===== src/rtl/keypad_param_entry_if.sv =====
// Key stream from the matrix keypad scanner into the parameter entry block.
interface keypad_param_entry_if;
  logic [3:0] key_value;
  logic       key_valid;

  modport master (output key_value, key_valid);
  modport slave  (input  key_value, key_valid);
endinterface


===== src/rtl/keypad_param_entry.sv =====
// Keypad parameter entry: A-D select a register, digits fill a BCD buffer, '#' converts and commits.
// Optional idle-abort timer is built only when KEYPAD_ENTRY_TIMEOUT_EN is defined.
module keypad_param_entry #(
  parameter int DIGITS         = 4,
  parameter int VAL_W          = 14,
  parameter int MAX_VAL        = 9999,
  parameter int RESET_VAL      = 0,
  parameter int TIMEOUT_CYCLES = 36000000
) (
  input  logic                  clk,
  input  logic                  rst,
  keypad_param_entry_if.slave   key,
  output logic [VAL_W-1:0]      param0,
  output logic [VAL_W-1:0]      param1,
  output logic [VAL_W-1:0]      param2,
  output logic [VAL_W-1:0]      param3,
  output logic                  param_commit,
  output logic [1:0]            commit_sel,
  output logic                  entry_active,
  output logic [1:0]            entry_sel,
  output logic [4*DIGITS-1:0]   entry_bcd,
  output logic [2:0]            entry_cnt,
  output logic                  err_pulse
);

  localparam int BW = 4*DIGITS;
  localparam logic [BW-1:0] MAX_B     = BW'(MAX_VAL);
  localparam logic [2:0]    DIG3      = 3'(DIGITS);
  localparam logic [2:0]    STEP_LAST = 3'(DIGITS-1);

  typedef enum logic [1:0] {IDLE, ENTRY, CONVERT, WRITE} state_t;

  state_t                  state, state_n;
  logic [BW-1:0]           bcd_n, conv_sr, conv_sr_n, acc, acc_n;
  logic [2:0]              cnt_n, step, step_n;
  logic [1:0]              sel_n, csel_n;
  logic [3:0][VAL_W-1:0]   prm, prm_n;
  logic                    commit_n, err_n;
  logic                    is_digit, is_star, is_sel;
  logic                    clamp_hit, timeout;
  logic [3:0]              nib;
  logic [VAL_W-1:0]        wval;

  assign is_digit = key.key_value < 4'd10;
  assign is_star  = key.key_value == 4'd10;
  assign is_sel   = key.key_value[3:2] == 2'b11;
  assign nib      = conv_sr[BW-1 -: 4];
  assign clamp_hit = acc > MAX_B;
  assign wval     = clamp_hit ? VAL_W'(MAX_B) : VAL_W'(acc);

`ifdef KEYPAD_ENTRY_TIMEOUT_EN
  localparam int TW = $clog2(TIMEOUT_CYCLES+1);
  logic [TW-1:0] to_cnt;

  // Restarts on every key so the limit measures time since the last keystroke.
  always_ff @(posedge clk) begin
    if (rst || state != ENTRY || key.key_valid) to_cnt <= '0;
    else                                        to_cnt <= to_cnt + 1'b1;
  end
  assign timeout = (to_cnt == TW'(TIMEOUT_CYCLES-1));
`else
  localparam int unused_timeout = TIMEOUT_CYCLES;
  assign timeout = 1'b0;
`endif

  always_comb begin
    state_n   = state;
    bcd_n     = entry_bcd;
    cnt_n     = entry_cnt;
    sel_n     = entry_sel;
    conv_sr_n = conv_sr;
    acc_n     = acc;
    step_n    = step;
    prm_n     = prm;
    csel_n    = commit_sel;
    commit_n  = 1'b0;
    err_n     = 1'b0;
    case (state)
      IDLE: begin
        if (key.key_valid && is_sel) begin
          sel_n   = key.key_value[1:0];
          bcd_n   = '0;
          cnt_n   = '0;
          state_n = ENTRY;
        end
      end
      ENTRY: begin
        if (key.key_valid) begin
          if (is_sel) begin
            sel_n = key.key_value[1:0];
            bcd_n = '0;
            cnt_n = '0;
          end else if (is_digit) begin
            if (entry_cnt < DIG3) begin
              bcd_n = BW'({entry_bcd, key.key_value});
              cnt_n = entry_cnt + 3'd1;
            end else begin
              err_n = 1'b1;
            end
          end else if (is_star) begin
            if (entry_cnt != 3'd0) begin
              bcd_n = entry_bcd >> 4;
              cnt_n = entry_cnt - 3'd1;
            end else begin
              state_n = IDLE;
            end
          end else begin
            if (entry_cnt == 3'd0) begin
              state_n = IDLE;
            end else begin
              conv_sr_n = entry_bcd;
              acc_n     = '0;
              step_n    = '0;
              state_n   = CONVERT;
            end
          end
        end else if (timeout) begin
          bcd_n   = '0;
          cnt_n   = '0;
          err_n   = 1'b1;
          state_n = IDLE;
        end
      end
      CONVERT: begin
        // acc never exceeds 10^DIGITS-1, so BW-bit arithmetic cannot wrap.
        acc_n     = acc * BW'(10) + BW'(nib);
        conv_sr_n = conv_sr << 4;
        step_n    = step + 3'd1;
        if (step == STEP_LAST) state_n = WRITE;
      end
      WRITE: begin
        prm_n[entry_sel] = wval;
        csel_n   = entry_sel;
        commit_n = 1'b1;
        err_n    = clamp_hit;
        bcd_n    = '0;
        cnt_n    = '0;
        state_n  = IDLE;
      end
      default: state_n = IDLE;
    endcase
  end

  always_ff @(posedge clk) begin
    if (rst) begin
      state        <= IDLE;
      entry_bcd    <= '0;
      entry_cnt    <= '0;
      entry_sel    <= '0;
      conv_sr      <= '0;
      acc          <= '0;
      step         <= '0;
      prm          <= {4{VAL_W'(RESET_VAL)}};
      commit_sel   <= '0;
      param_commit <= 1'b0;
      err_pulse    <= 1'b0;
    end else begin
      state        <= state_n;
      entry_bcd    <= bcd_n;
      entry_cnt    <= cnt_n;
      entry_sel    <= sel_n;
      conv_sr      <= conv_sr_n;
      acc          <= acc_n;
      step         <= step_n;
      prm          <= prm_n;
      commit_sel   <= csel_n;
      param_commit <= commit_n;
      err_pulse    <= err_n;
    end
  end

  assign entry_active = (state != IDLE);
  assign param0 = prm[0];
  assign param1 = prm[1];
  assign param2 = prm[2];
  assign param3 = prm[3];

endmodule


===== src/flat_wrapper.sv =====
// flat-port wrapper written by rule: the top's interface ports become plain ports
module keypad_param_entry_flat 
#(
  parameter int DIGITS         = 4,
  parameter int VAL_W          = 14,
  parameter int MAX_VAL        = 9999,
  parameter int RESET_VAL      = 0,
  parameter int TIMEOUT_CYCLES = 36000000
)
  (clk, rst, param0, param1, param2, param3, param_commit, commit_sel, entry_active, entry_sel, entry_bcd, entry_cnt, err_pulse, key_key_value, key_key_valid);
  keypad_param_entry_if key_i ();
  input  logic clk;
  input  logic rst;
  output logic [VAL_W-1:0] param0;
  output logic [VAL_W-1:0] param1;
  output logic [VAL_W-1:0] param2;
  output logic [VAL_W-1:0] param3;
  output logic param_commit;
  output logic [1:0] commit_sel;
  output logic entry_active;
  output logic [1:0] entry_sel;
  output logic [4*DIGITS-1:0] entry_bcd;
  output logic [2:0] entry_cnt;
  output logic err_pulse;
  input wire logic [$bits(key_i.key_value)-1:0] key_key_value;
  input wire logic [$bits(key_i.key_valid)-1:0] key_key_valid;
  assign key_i.key_value = key_key_value;
  assign key_i.key_valid = key_key_valid;
  keypad_param_entry #(.DIGITS(DIGITS), .VAL_W(VAL_W), .MAX_VAL(MAX_VAL), .RESET_VAL(RESET_VAL), .TIMEOUT_CYCLES(TIMEOUT_CYCLES)) u_core (.clk(clk), .rst(rst), .key(key_i), .param0(param0), .param1(param1), .param2(param2), .param3(param3), .param_commit(param_commit), .commit_sel(commit_sel), .entry_active(entry_active), .entry_sel(entry_sel), .entry_bcd(entry_bcd), .entry_cnt(entry_cnt), .err_pulse(err_pulse));
endmodule

===== config.mk =====
export PLATFORM = sky130hd
export DESIGN_NAME = keypad_param_entry_flat
export DESIGN_NICKNAME = d
export VERILOG_FILES = /design/src/rtl/keypad_param_entry_if.sv /design/src/rtl/keypad_param_entry.sv /design/src/flat_wrapper.sv
export SDC_FILE = /design/constraint.sdc
export NUM_CORES = 1
export LEC_CHECK = 0
export CORE_ASPECT_RATIO = 0.7
export CORE_MARGIN = 2
export CORE_UTILIZATION = 58
export CTS_CLUSTER_SIZE = 28
export DETAILED_ROUTE_END_ITERATION = 10
export PLACE_DENSITY = 0.85
export RECOVER_POWER = 25
export SKIP_LAST_GASP = 1
export SYNTH_ARGS = -nofsm -noshare
export SYNTH_HDL_FRONTEND = slang
export SYNTH_SLANG_ARGS = --single-unit

===== constraint.sdc =====
create_clock -name clk -period 10.1 [get_ports clk]
set_input_delay 2.525 -clock clk [delete_from_list [all_inputs] [get_ports clk]]
set_output_delay 2.525 -clock clk [all_outputs]
set_load 0.01 [all_outputs]

-- After elaboration in Yosys (flattened, before gate mapping)
Index checks and enable logic that the tools add are counted.
- logic and storage cells: 112
- register bits: 118
- bits of input ports: 7
- output and inout port bits: 82
- multiply operators: 1
- mux-type cells: 57
- $lt $le $gt $ge: 5
- reduce and logical (&&, ||, !) cells: 13
- add/sub/neg operators: 4
- eq/ne operators: 18
- operator list (cell ; number):
    two-way mux 16 bit ; 17
    case mux 16 bit (2 select lines) ; 2
    bitwise mux 56 bit ; 1
    case mux 16 bit (3 select lines) ; 1
    two-way mux 3 bit ; 12
    demux 14 bit (select 2 bit) ; 1
    two-way mux 14 bit ; 2
    two-way mux 2 bit ; 11
    AND reduction 6 bit ; 3
    adder 16 x 4 -> 16 bit ; 1
    greater-than comparator 16 x 14 -> 1 bit, second input constant ; 1
    multiplier 16 x 3 -> 15 bit, second input constant ; 1
    != test 2 bit, second input constant ; 5
    case mux 3 bit (3 select lines) ; 1
    != test 4 x 1 -> 1 bit, second input constant ; 2
    case mux 2 bit (4 select lines) ; 1
    adder 3 x 1 -> 3 bit, second input constant ; 2
    == test 2 bit, second input constant ; 3
    != test 2 x 1 -> 1 bit, second input constant ; 3
    case mux 3 bit (2 select lines) ; 1
    nonzero test 2 bit ; 3
    nonzero test 3 bit ; 2
    two-way mux 1 bit ; 5
    == test 4 bit, second input constant ; 1
    15 further kinds ; 16

-- Logic depth before layout (Yosys ltp)
Gate-level depths: netlist (run 1).
- word-level depth: 7
- mapped depth: 10
- depth with buffers taken out: 10

-- Least setup slack after synthesis (run 1)
OpenSTA, ideal clock, no wires.
- kind: input -> register
- start: input key_key_valid
- end: register u_core.entry_bcd[14]
- library setup time: 71 ps
- buffers on the path: 2
- slack: 6098 ps
- arrival: 3931 ps
- cell stages on the path: 8
- cells stage by stage: nor2b_1 nand3_1 a22oi_1 o21a_1 clkbuf_1 clkbuf_1 nand3_1 a21oi_1
- longest elaborated chain between the ends: 3
- elaborated cells on any way between the ends: 4
- RTL lines (item ; line ; source):
    start: declaration ; flat_wrapper.sv:26 ; input wire logic [$bits(key_i.key_valid)-1:0] key_key_valid;
    logical AND 1 bit ; keypad_param_entry.sv:80 ; if (key.key_valid && is_sel) begin
    != test 2 x 1 -> 1 bit (no source line) ; -- ;
    AND reduction 6 bit (no source line) * ; -- ;
    end signal: assignment ; keypad_param_entry.sv:159 ; entry_bcd <= bcd_n;
    end: declaration ; keypad_param_entry.sv:21 ; output logic [4*DIGITS-1:0] entry_bcd,
Mark *: on every way between the ends. The rest lies on a longest branch, timed or not.
A chain may end at the register's enable or synchronous reset.

==> results.sh, run 1 <==
export IMPL_initialDrtViolationCount=657
export IMPL_synth_ff_type="dfxtp_1"
export IMPL_p_leak_nw=2.72
export IMPL_dp_slack_ns=4.84
export IMPL_drv_cap=1
export IMPL_grt_pass1_vias=4896
export IMPL_avgRoutedWirePerCell_microns=17.0
export IMPL_dieWidth_microns=122
export IMPL_cts_setup_buffers=0
export IMPL_cts_buffers=17
export IMPL_post_cts_resized=0
export IMPL_clockBufferDepth=2
export IMPL_path_max_fanout=117
export IMPL_drive_above_1_share=0.0680
export IMPL_drtPass1Iterations=5
export IMPL_avgSynthCellArea_sq_um=8.31
export IMPL_drt_antenna_violating_nets=0
export IMPL_start_util=0.590
export IMPL_cts_max_level=4
export IMPL_crit_path_end_kind="flip-flop"
export IMPL_avgViaCountPerCell=6.04
export IMPL_pin_count=89
export IMPL_rows=30
export IMPL_hold_viol=0
export IMPL_drc=0
export IMPL_postCtsHoldBufs=0
export IMPL_gp_congestion=0.895
export IMPL_antenna_found_initial=0
export IMPL_setup_viol=0
export IMPL_power_density_nw_per_um2=147
export IMPL_syn_instance_count=682
export IMPL_rsz0062_at_grt="no"
export IMPL_finalCriticalPeriod_ns=6.89
export IMPL_grt_overflow=0
export IMPL_die_h_microns=86.7
export IMPL_ir_drop_uv=147
export IMPL_synth_edff_count=0
export IMPL_grtUsageTotal=0.291
export IMPL_die_area_sq_um=10600
export IMPL_worstMarginPinSlew_ns=4.91
export IMPL_totalWireLength_mm=15.2
export IMPL_status="finished, violations left"
export IMPL_cts_reportedPaths_clkPinSlew_ns=0.06
export IMPL_drv_slew=118
export IMPL_arrival_ns=7.20
export IMPL_yosysWarnings=0
export IMPL_holdCritPathClass="reg2reg"
export IMPL_n_antenna_cell=0
export IMPL_setup_slack_ns=3.21
export IMPL_syn_nets=721
export IMPL_min_period_over_period=0.683
export IMPL_port_buffers=88
export IMPL_clkSinkCount=118
export IMPL_root_buffer="clkbuf_16"
export IMPL_dp_hpwl_mm=10.2
export IMPL_grt_pass1_wl_mm=24.2
export IMPL_violations="capacitance limit, slew limit"
export IMPL_timing_setup_tns_ns=0
export IMPL_critical_path_class="in2reg"
export IMPL_required_ns=10.40
export IMPL_synthDistinctLibCells=61
export IMPL_fmax_mhz=145
export IMPL_cts_tree="yes"
export IMPL_area_growth_pct=25.6
export IMPL_num_vias=5394
export IMPL_fp_coreArea_sq_um=9610
export IMPL_async_flop_share=0
export IMPL_synth_seq_cells=118
export IMPL_fin_skew_ns=0.0112
export IMPL_yosysSeqAreaShare=0.417
export IMPL_grt_max_degree=118
export IMPL_synth_area_sq_um=5670
export IMPL_clk_latency_ns=0.42
export IMPL_startpoint_type="input port"
export IMPL_slew_headroom=-2.27
export IMPL_nNetsFinal=791
export IMPL_n_fill_cell=691
-- cells in the final DEF (no fill, tap or decap), types with 5 or more instances in the layout --
cell type,Yosys,layout
o21ai_0,8,8
inv_1,11,11
clkbuf_16,0,17
a21oi_1,76,76
nor3_1,11,10
or3_1,5,5
nand2_1,87,87
a211oi_1,49,49
xnor2_1,8,8
clkinv_4,0,5
xor2_1,7,7
ha_1,29,29
clkdlybuf4s50_1,0,87
mux2i_1,19,19
nor2_1,111,111
nand3_1,26,26
a21o_1,6,6
dfxtp_1,118,118
-- cells by family (layout without fill, tap and decap cells) --
family                     after synthesis  in the layout  synth area share
DFF                                    118            118             0.417
muxes                                   20             20            0.0362
and+or+nand+nor                        268            268             0.203
AOI/OAI and AO/OA                      177            177             0.207
xor gates and xnor gates                16             16            0.0274
buffers and inverters                   51            134            0.0353
adders and majority gates               32             32            0.0746
-- worst paths after layout --
kind	cells past startpoint	slack, ns	end	from
setup / recovery	3	3.21	u_core.acc[12]	rst
setup reg to reg	10	6.53	u_core.acc[15]	u_core.acc[1]
hold / removal	2	0.46	u_core.param0[12]	u_core.param0[12]
hold reg to reg	2	0.46	u_core.param0[12]	u_core.param0[12]
-- registers in the layout, summed over array words and instances (netlist names), named ones only --
name,count
u_core.entry_bcd,16
u_core.err_pulse,1
u_core.param0,14
u_core.param1,14
u_core.entry_cnt,3
u_core.acc,16
u_core.commit_sel,2
u_core.state,1
u_core.param_commit,1
u_core.param3,14
u_core.entry_sel,2
u_core.param2,14
u_core.conv_sr,16
u_core.step,3
-- worst max-delay path, cell delays in order --
cell,delay [ns]
clkbuf_1,3.36
nor2_1,0.72
a32o_1,0.49
-- routing by layer --
metal  track usage  routed length [microns]
met4        0.0920                      174
met1         0.397                     6770
met2         0.457                     6950
met3        0.0717                     1270
met5             0                        0
-- cell type report --
class	count	area (sq um)	area share
clock inverter	14	120	0.0169
timing repair buffer	91	897	0.126
inverter	11	41.3	0.00580
multi-input combinational	513	3110	0.437
sequential	118	2360	0.332
tap	128	160	0.0225
clock buffer	18	429	0.0603
-- cell usage after synthesis, drive strengths merged (3+ instances only) --
master | number | area, sq um
or2 | 3 | 21.3
nor3b | 3 | 22.5
o211ai | 5 | 42.5
nand4 | 4 | 25.0
nor3 | 11 | 55.1
or3 | 7 | 46.3
ha | 29 | 363
xor2 | 7 | 61.3
nand2b | 4 | 25.0
xnor2 | 8 | 70.1
dfxtp | 118 | 2360
a21o | 8 | 62.6
and2 | 3 | 20.0
buf | 4 | 23.8
mux2i | 19 | 190
nand3 | 26 | 130
o21ai | 11 | 62.6
a21oi | 76 | 380
nor2 | 111 | 417
a211oi | 50 | 380
a31oi | 3 | 18.8
clkbuf | 36 | 135
inv | 11 | 41.3
nand2 | 87 | 327
fa | 3 | 60.1
-- per-stage QoR --
| stage | hold slack (ns) | instances | area, sq um | power (mW) | utilization |
|---|---|---|---|---|---|
| after floorplan | 0.432 | 682 | 5670 | 0.495 | - |
| after detailed placement | 0.449 | 861 | 6580 | 0.502 | 0.684 |
| after global routing | 0.483 | 893 | 7120 | 1.07 | 0.741 |
| after global placement | 0.440 | 861 | 6580 | 0.501 | 0.684 |
| final | 0.462 | 893 | 7120 | 1.04 | 0.741 |
| after CTS | 0.463 | 893 | 7130 | 1.05 | 0.742 |
-- power by group --
group          internal (mW)  switching, mW
logic                0.00649         0.0189
clock network          0.319          0.232
registers              0.466        0.00139
total                  0.791          0.253
Note: power is estimated with default switching activity, not from simulation.
==> run 2: changes to the inputs <==
--- a/config.mk
+++ b/config.mk
@@ -7,10 +7,10 @@
 export LEC_CHECK = 0
 export CORE_ASPECT_RATIO = 0.7
 export CORE_MARGIN = 2
-export CORE_UTILIZATION = 58
+export CORE_UTILIZATION = 49
 export CTS_CLUSTER_SIZE = 28
 export DETAILED_ROUTE_END_ITERATION = 10
-export PLACE_DENSITY = 0.85
+export PLACE_DENSITY = 0.77
 export RECOVER_POWER = 25
 export SKIP_LAST_GASP = 1
 export SYNTH_ARGS = -nofsm -noshare
==> constraint.sdc (replaced) <==
create_clock -name clk -period 6.1 [get_ports clk]
set_input_delay 1.525 -clock clk [delete_from_list [all_inputs] [get_ports clk]]
set_output_delay 1.525 -clock clk [all_outputs]
set_load 0.01 [all_outputs]
==> run 2 against run 1 <==
The run still ends with capacitance limit, slew limit left. Via count decreased by 2.4%. Setup slack got worse by 1.1 ns. Flip-flop and latch count unchanged. Critical path type unchanged.
==> results.sh, run 2 (synthesis gave the netlist of run 1 again) <==
export IMPL_status="finished, violations left"
export IMPL_violations="capacitance limit, slew limit"
export IMPL_slew_headroom=-0.534
export IMPL_root_buffer="clkbuf_16"
export IMPL_power_density_nw_per_um2=244
export IMPL_finalCriticalPeriod_ns=4.02
export IMPL_n_antenna_cell=0
export IMPL_drive_above_1_share=0.0693
export IMPL_place_inst=886
export IMPL_p_leak_nw=2.74
export IMPL_seq_power_share=0.444
export IMPL_drv_slew=118
export IMPL_die_area_sq_um=12500
export IMPL_totalWireLength_mm=14.7
export IMPL_startpoint_type="input port"
export IMPL_fp_coreArea_sq_um=11100
export IMPL_drtPass1Iterations=5
export IMPL_pin_count=89
export IMPL_required_ns=6.40
export IMPL_fin_total_pwr_mw=1.75
export IMPL_avgViaCountPerCell=5.73
export IMPL_port_buffers=88
export IMPL_clock_power_share=0.533
export IMPL_cts_max_level=4
export IMPL_clk_latency_ns=0.41
export IMPL_setup_slack_ns=2.08
export IMPL_drc=0
export IMPL_dp_slack_ns=1.79
export IMPL_grt_pass1_vias=4843
export IMPL_timing_setup_tns_ns=0
export IMPL_top_regs="u_core.acc (16), u_core.conv_sr (16), u_core.entry_bcd (16)"
export IMPL_grt_overflow=0
export IMPL_path_max_fanout=33
export IMPL_arrival_ns=4.31
export IMPL_rsz0062_at_grt="no"
export IMPL_clockBufferDepth=2
export IMPL_whs_ns=0.460
export IMPL_start_util=0.509
export IMPL_ir_drop_uv=218
export IMPL_grtUsageTotal=0.240
export IMPL_final_cell_mix="dfxtp_1 (118), nor2_1 (111), nand2_1 (87), clkdlybuf4s50_1 (87), a21oi_1 (76)"
export IMPL_die_h_microns=94.0
export IMPL_drv_cap=1
export IMPL_nNetsFinal=791
export IMPL_critical_path_class="in2reg"
export IMPL_stdcell_count=918
export IMPL_fmax_mhz=249
export IMPL_dp_hpwl_mm=10.2
export IMPL_holdCritPathClass="reg2reg"
export IMPL_min_period_over_period=0.659
export IMPL_switchingPower_mw=0.401
export IMPL_cts_buffers=17
export IMPL_power_frac_comb=0.024
export IMPL_design_area_sq_um=7160
export IMPL_setup_viol=0
export IMPL_p_int_mw=1.34
export IMPL_fin_skew_ns=0.00904
export IMPL_clkSinkCount=118
export IMPL_fin_util=0.644
export IMPL_post_cts_resized=0
export IMPL_sw_frac_of_total=0.230
export IMPL_gp_congestion=0.844
export IMPL_dieWidth_microns=133
export IMPL_n_fill_cell=909
export IMPL_antenna_found_initial=0
export IMPL_hold_viol=0
export IMPL_area_growth_pct=26.4
export IMPL_cts_setup_buffers=0
export IMPL_drt_antenna_violating_nets=0
export IMPL_avgRoutedWirePerCell_microns=16.0
export IMPL_crit_path_end_kind="flip-flop"
export IMPL_rows=32
export IMPL_postCtsHoldBufs=0
export IMPL_grt_max_degree=118
export IMPL_place_area_sq_um=6610
export IMPL_num_vias=5264
export IMPL_cts_reportedPaths_clkPinSlew_ns=0.06
export IMPL_cts_tree="yes"
export IMPL_final_common_cell="dfxtp_1"
export IMPL_worstMarginPinSlew_ns=2.30
export IMPL_initialDrtViolationCount=373
export IMPL_grt_pass1_wl_mm=24.1
==> run 2: cell types whose count changed in the layout (fill, tap and decap cells not counted) <==
cell / previous run / this run
clkinv_2: 0 / 3
inv_8: 1 / 0
clkbuf_1: 2 / 1
clkbuf_2: 0 / 1
bufinv_16: 0 / 1
clkinvlp_4: 4 / 3
inv_6: 4 / 2
==> run 2: power groups by stage <==
| stage | sequential (mW) | clock, mW | combinational [mW] |
|---|---|---|---|
| 2_1_floorplan | 0.790 | 0 | 0.0294 |
| 3_3_place_gp | 0.791 | 0 | 0.0395 |
| 3_5_place_dp | 0.791 | 0 | 0.0408 |
| 4_1_cts | 0.774 | 0.940 | 0.0411 |
| 5_1_grt | 0.774 | 0.973 | 0.0454 |
| 6_report | 0.775 | 0.930 | 0.0415 |
==> run 2: area by class of cell <==
cell class	count	area [sq um]	share of cell area
Clock buffer	18	429	0.0599
Sequential cell	118	2360	0.330
Multi-Input combinational cell	513	3110	0.434
Tap cell	153	191	0.0267
Clock inverter	14	129	0.0180
Inverter	11	41.3	0.00576
Timing Repair Buffer	91	898	0.125
==> run 2: metal layers <==
| metal | GRT usage | part of all wire | vias to the layer above |
|---|---|---|---|
| met2 | 0.379 | 0.44 | 176 |
| met4 | 0.0520 | 0.0078 | 0 |
| met1 | 0.333 | 0.49 | 2502 |
| li1 | - | - | 2573 |
| met5 | 0 | 0 | - |
| met3 | 0.0583 | 0.066 | 13 |
==> run 2: final timing paths <==
check | cells past startpoint | endpoint | startpoint | slack, ns
max | 7 | u_core.acc[14] | key_key_value[1] | 2.08
min | 2 | u_core.acc[0] | u_core.conv_sr[12] | 0.46
max reg2reg | 10 | u_core.acc[15] | u_core.acc[1] | 2.48
min reg2reg | 2 | u_core.acc[0] | u_core.conv_sr[12] | 0.46
==> run 2: worst max-delay path, stage by stage <==
cell             delay (ns)
clkdlybuf4s50_1        0.52
inv_1                  0.09
nor3_1                 1.05
nand3_1                0.19
buf_4                  0.34
nor3b_1                0.23
a22o_1                 0.35
==> patch (config.mk and constraints of run 2) <==
Encoding of `state_t`: now Gray code (2 bits for 4 states).
--- a/src/rtl/keypad_param_entry.sv
+++ b/src/rtl/keypad_param_entry.sv
@@ -28,7 +28,7 @@
   localparam logic [2:0]    DIG3      = 3'(DIGITS);
   localparam logic [2:0]    STEP_LAST = 3'(DIGITS-1);
 
-  typedef enum logic [1:0] {IDLE, ENTRY, CONVERT, WRITE} state_t;
+  typedef enum logic [1:0] {IDLE = 2'b00, ENTRY = 2'b01, CONVERT = 2'b11, WRITE = 2'b10} state_t;
 
   state_t                  state, state_n;
   logic [BW-1:0]           bcd_n, conv_sr, conv_sr_n, acc, acc_n;
Formal check against the unedited RTL: same outputs for any inputs over 4 cycles, from zero or initial values and one cycle with rst high; so few cycles prove little.
==> patch against run 2 <==
The run still ends with max-capacitance violations, max-slew violations left. Clock skew is 0.0020 ns higher. Sequential cell count stayed put. Routed wire length is 4.0% higher. Design area is 1.0% higher. Setup slack worse by 0.30 ns. Synthesized area is 1.1% higher. Critical path type unchanged. Critical endpoint is now u_core.acc[11].
Power is not compared: it rests on default switching activity, and its combinational part moved more than twofold at a synthesized area within 25%.
==> patch: results (changes against run 2) <==
Critical path
  • CP max FO: 29 (-12%)
  • FF-to-FF path depth: 5 (-5)
  • Setup crit start: key_key_value[3]
  • Reg2Reg Capture Point: u_core.acc[11]
  • CP arrival: 4.63 ns (+0.32 ns)
  • R2R setup slack: 2.73 ns (+0.25 ns)
  • Reg2reg start: u_core.state[0]

Finish
  • Invs w/o clock: 13 (+2)
  • Nets: 784 (-0.88%)
  • Area of the multi-input gates: 3150 um2 (+1.3%)
  • Sequential share of cell area: 0.327 (-0.00325)
  • #MultiIn Comb: 500 (-2.5%)
  • FILL cells: 937 (+3.1%)
  • Number of non-clock buffers in the layout: 91 (unchanged)
  • Layout non-clock buf frac: 0.124 (-0.00141)
  • Clock network area share: 0.0797 (+0.00183)
  • Layout cells sized above 1: 0.0704 (+0.00110)

Worst hold path
  • Hold path startpoint: u_core.step[2]
  • WHS Endpoint: u_core.step[2]

Synth
  • Synth area leaders: dfxtp_1, nor2_1, ha_1
  • Synth unique cells: 64 (+4.9%)
  • Seq cells post-synth: 118 (unchanged)
  • Syn nets: 717 (-0.55%)
  • Syn Inst Count: 674 (-1.2%)
  • Seq/Total Area, Yosys: 0.412 (-0.00455)
  • Post-synth top cells: nor2_1, dfxtp_1, a21oi_1, nand2_1, a211oi_1

Route
  • Metal2 WL: 6.79 mm (+5.8%)
  • Detailed Routing Iterations Pass 1: 5 (unchanged)
  • Wl on met1: 7.07 mm (-1.3%)
  • Met3 wire len: 1.23 mm (+26%)
  • DR iter-0 viols: 349 (-6.4%)
  • WL final: 15.2 mm (+4.0%)
  • Avg WL per Cell: 16.8 um (+4.9%)
  • Via density: 5.78 (+0.82%)

Placement
  • Cell area after placement: 6670 um2 (+0.89%)
  • Global placer's final weighted congestion: 0.867 (+2.7%)
  • Post-DP HPWL: 10.5 mm (+3.0%)
  • Placed Instances: 879 (-0.79%)

Timing
  • Worst-Margin Slew: 3.13 ns (+0.824 ns)
  • Pins Over Slew Limit: 92 (-22%)
  • Clk_skew: 0.0111 ns (+0.00204 ns)

GRT
  • First-pass GRT wire length: 24.8 mm (+3.1%)
  • GRT Util Overall: 0.246 (+0.00669)
  • Number of global-route vias before repair: 4897 (+1.1%)
  • Routing usage on met3: 0.0692 (+0.0110)
  • GR Util met1: 0.342 (+0.00841)
  • Initial antenna violation count: 0 (unchanged)
  • Met2 global-route usage: 0.371 (-0.00797)
  • Largest net degree at the start of global routing: 73 (-38%)

Clock tree
  • H-tree level count: 4 (unchanged)
  • Post-CTS setup repair buffer count: 0 (unchanged)
  • Clk_lat worst skew: ~0.42 ns

Outcome
  • Status: complete, but fails checks
  • Failing checks: max-capacitance violations, max-slew violations

Die
  • CORE AREA: 11600 um2 (+3.9%)

Job
  • Number of max-cap violations: 2 (+1)
## patch: cell count changes in the layout (fill, tap and decap cells not counted), sizes merged, moves of 5 or more
cell,change
nand3,-6
xnor2,+5
o22ai,+9
nor2,+11
a21oi,-5
mux2i,-5
nand2,-31
## patch: power by group through the flow
stage / sequential, uW / combinational [uW] / clock (uW)
after floorplan: 813 / 91.4 / 0
after global placement: 816 / 121 / 0
after global routing: 803 / 143 / 1010
after detailed placement: 817 / 126 / 0
after CTS: 801 / 128 / 978
final: 801 / 131 / 971
## patch: critical path: stages
cell             delay [ns]
clkdlybuf4s50_1        0.57
inv_1                  0.08
nor2_1                 0.16
nand2_1                0.27
o31ai_1                0.34
buf_4                  0.22
a21boi_2               0.92
nor2_1                 0.22
a22o_1                 0.31
## patch: kinds of logic (layout without fill, tap and decap cells)
logic type,Yosys count,in the layout,share of synthesized area
simple gates,249,249,0.197
flops,118,118,0.412
xor+xnor,23,23,0.0378
mux,14,14,0.0244
compound gates,178,178,0.208
buf+inv,56,135,0.0384
fa+ha+maj,36,36,0.0825
## patch: per-stage QoR
stage          worst slack [ns]  hold WS [ns]  utilization
6_report                   1.78         0.450        0.626
3_5_place_dp               1.47         0.445        0.577
2_1_floorplan              3.07         0.432            -
3_3_place_gp               1.60         0.437        0.577
4_1_cts                    1.88         0.450        0.627
5_1_grt                    1.56         0.474        0.626
## patch: how the worst max path moves through the flow
stage	end	slack (ns)	cells past startpoint
finish	u_core.acc[11]	1.78	9
global route	u_core.acc[12]	1.56	9
CTS	u_core.acc[11]	1.88	9
detailed placement	u_core.acc[11]	1.47	9
global placement	u_core.acc[12]	1.60	9
floorplan	u_core.conv_sr[10]	3.07	8
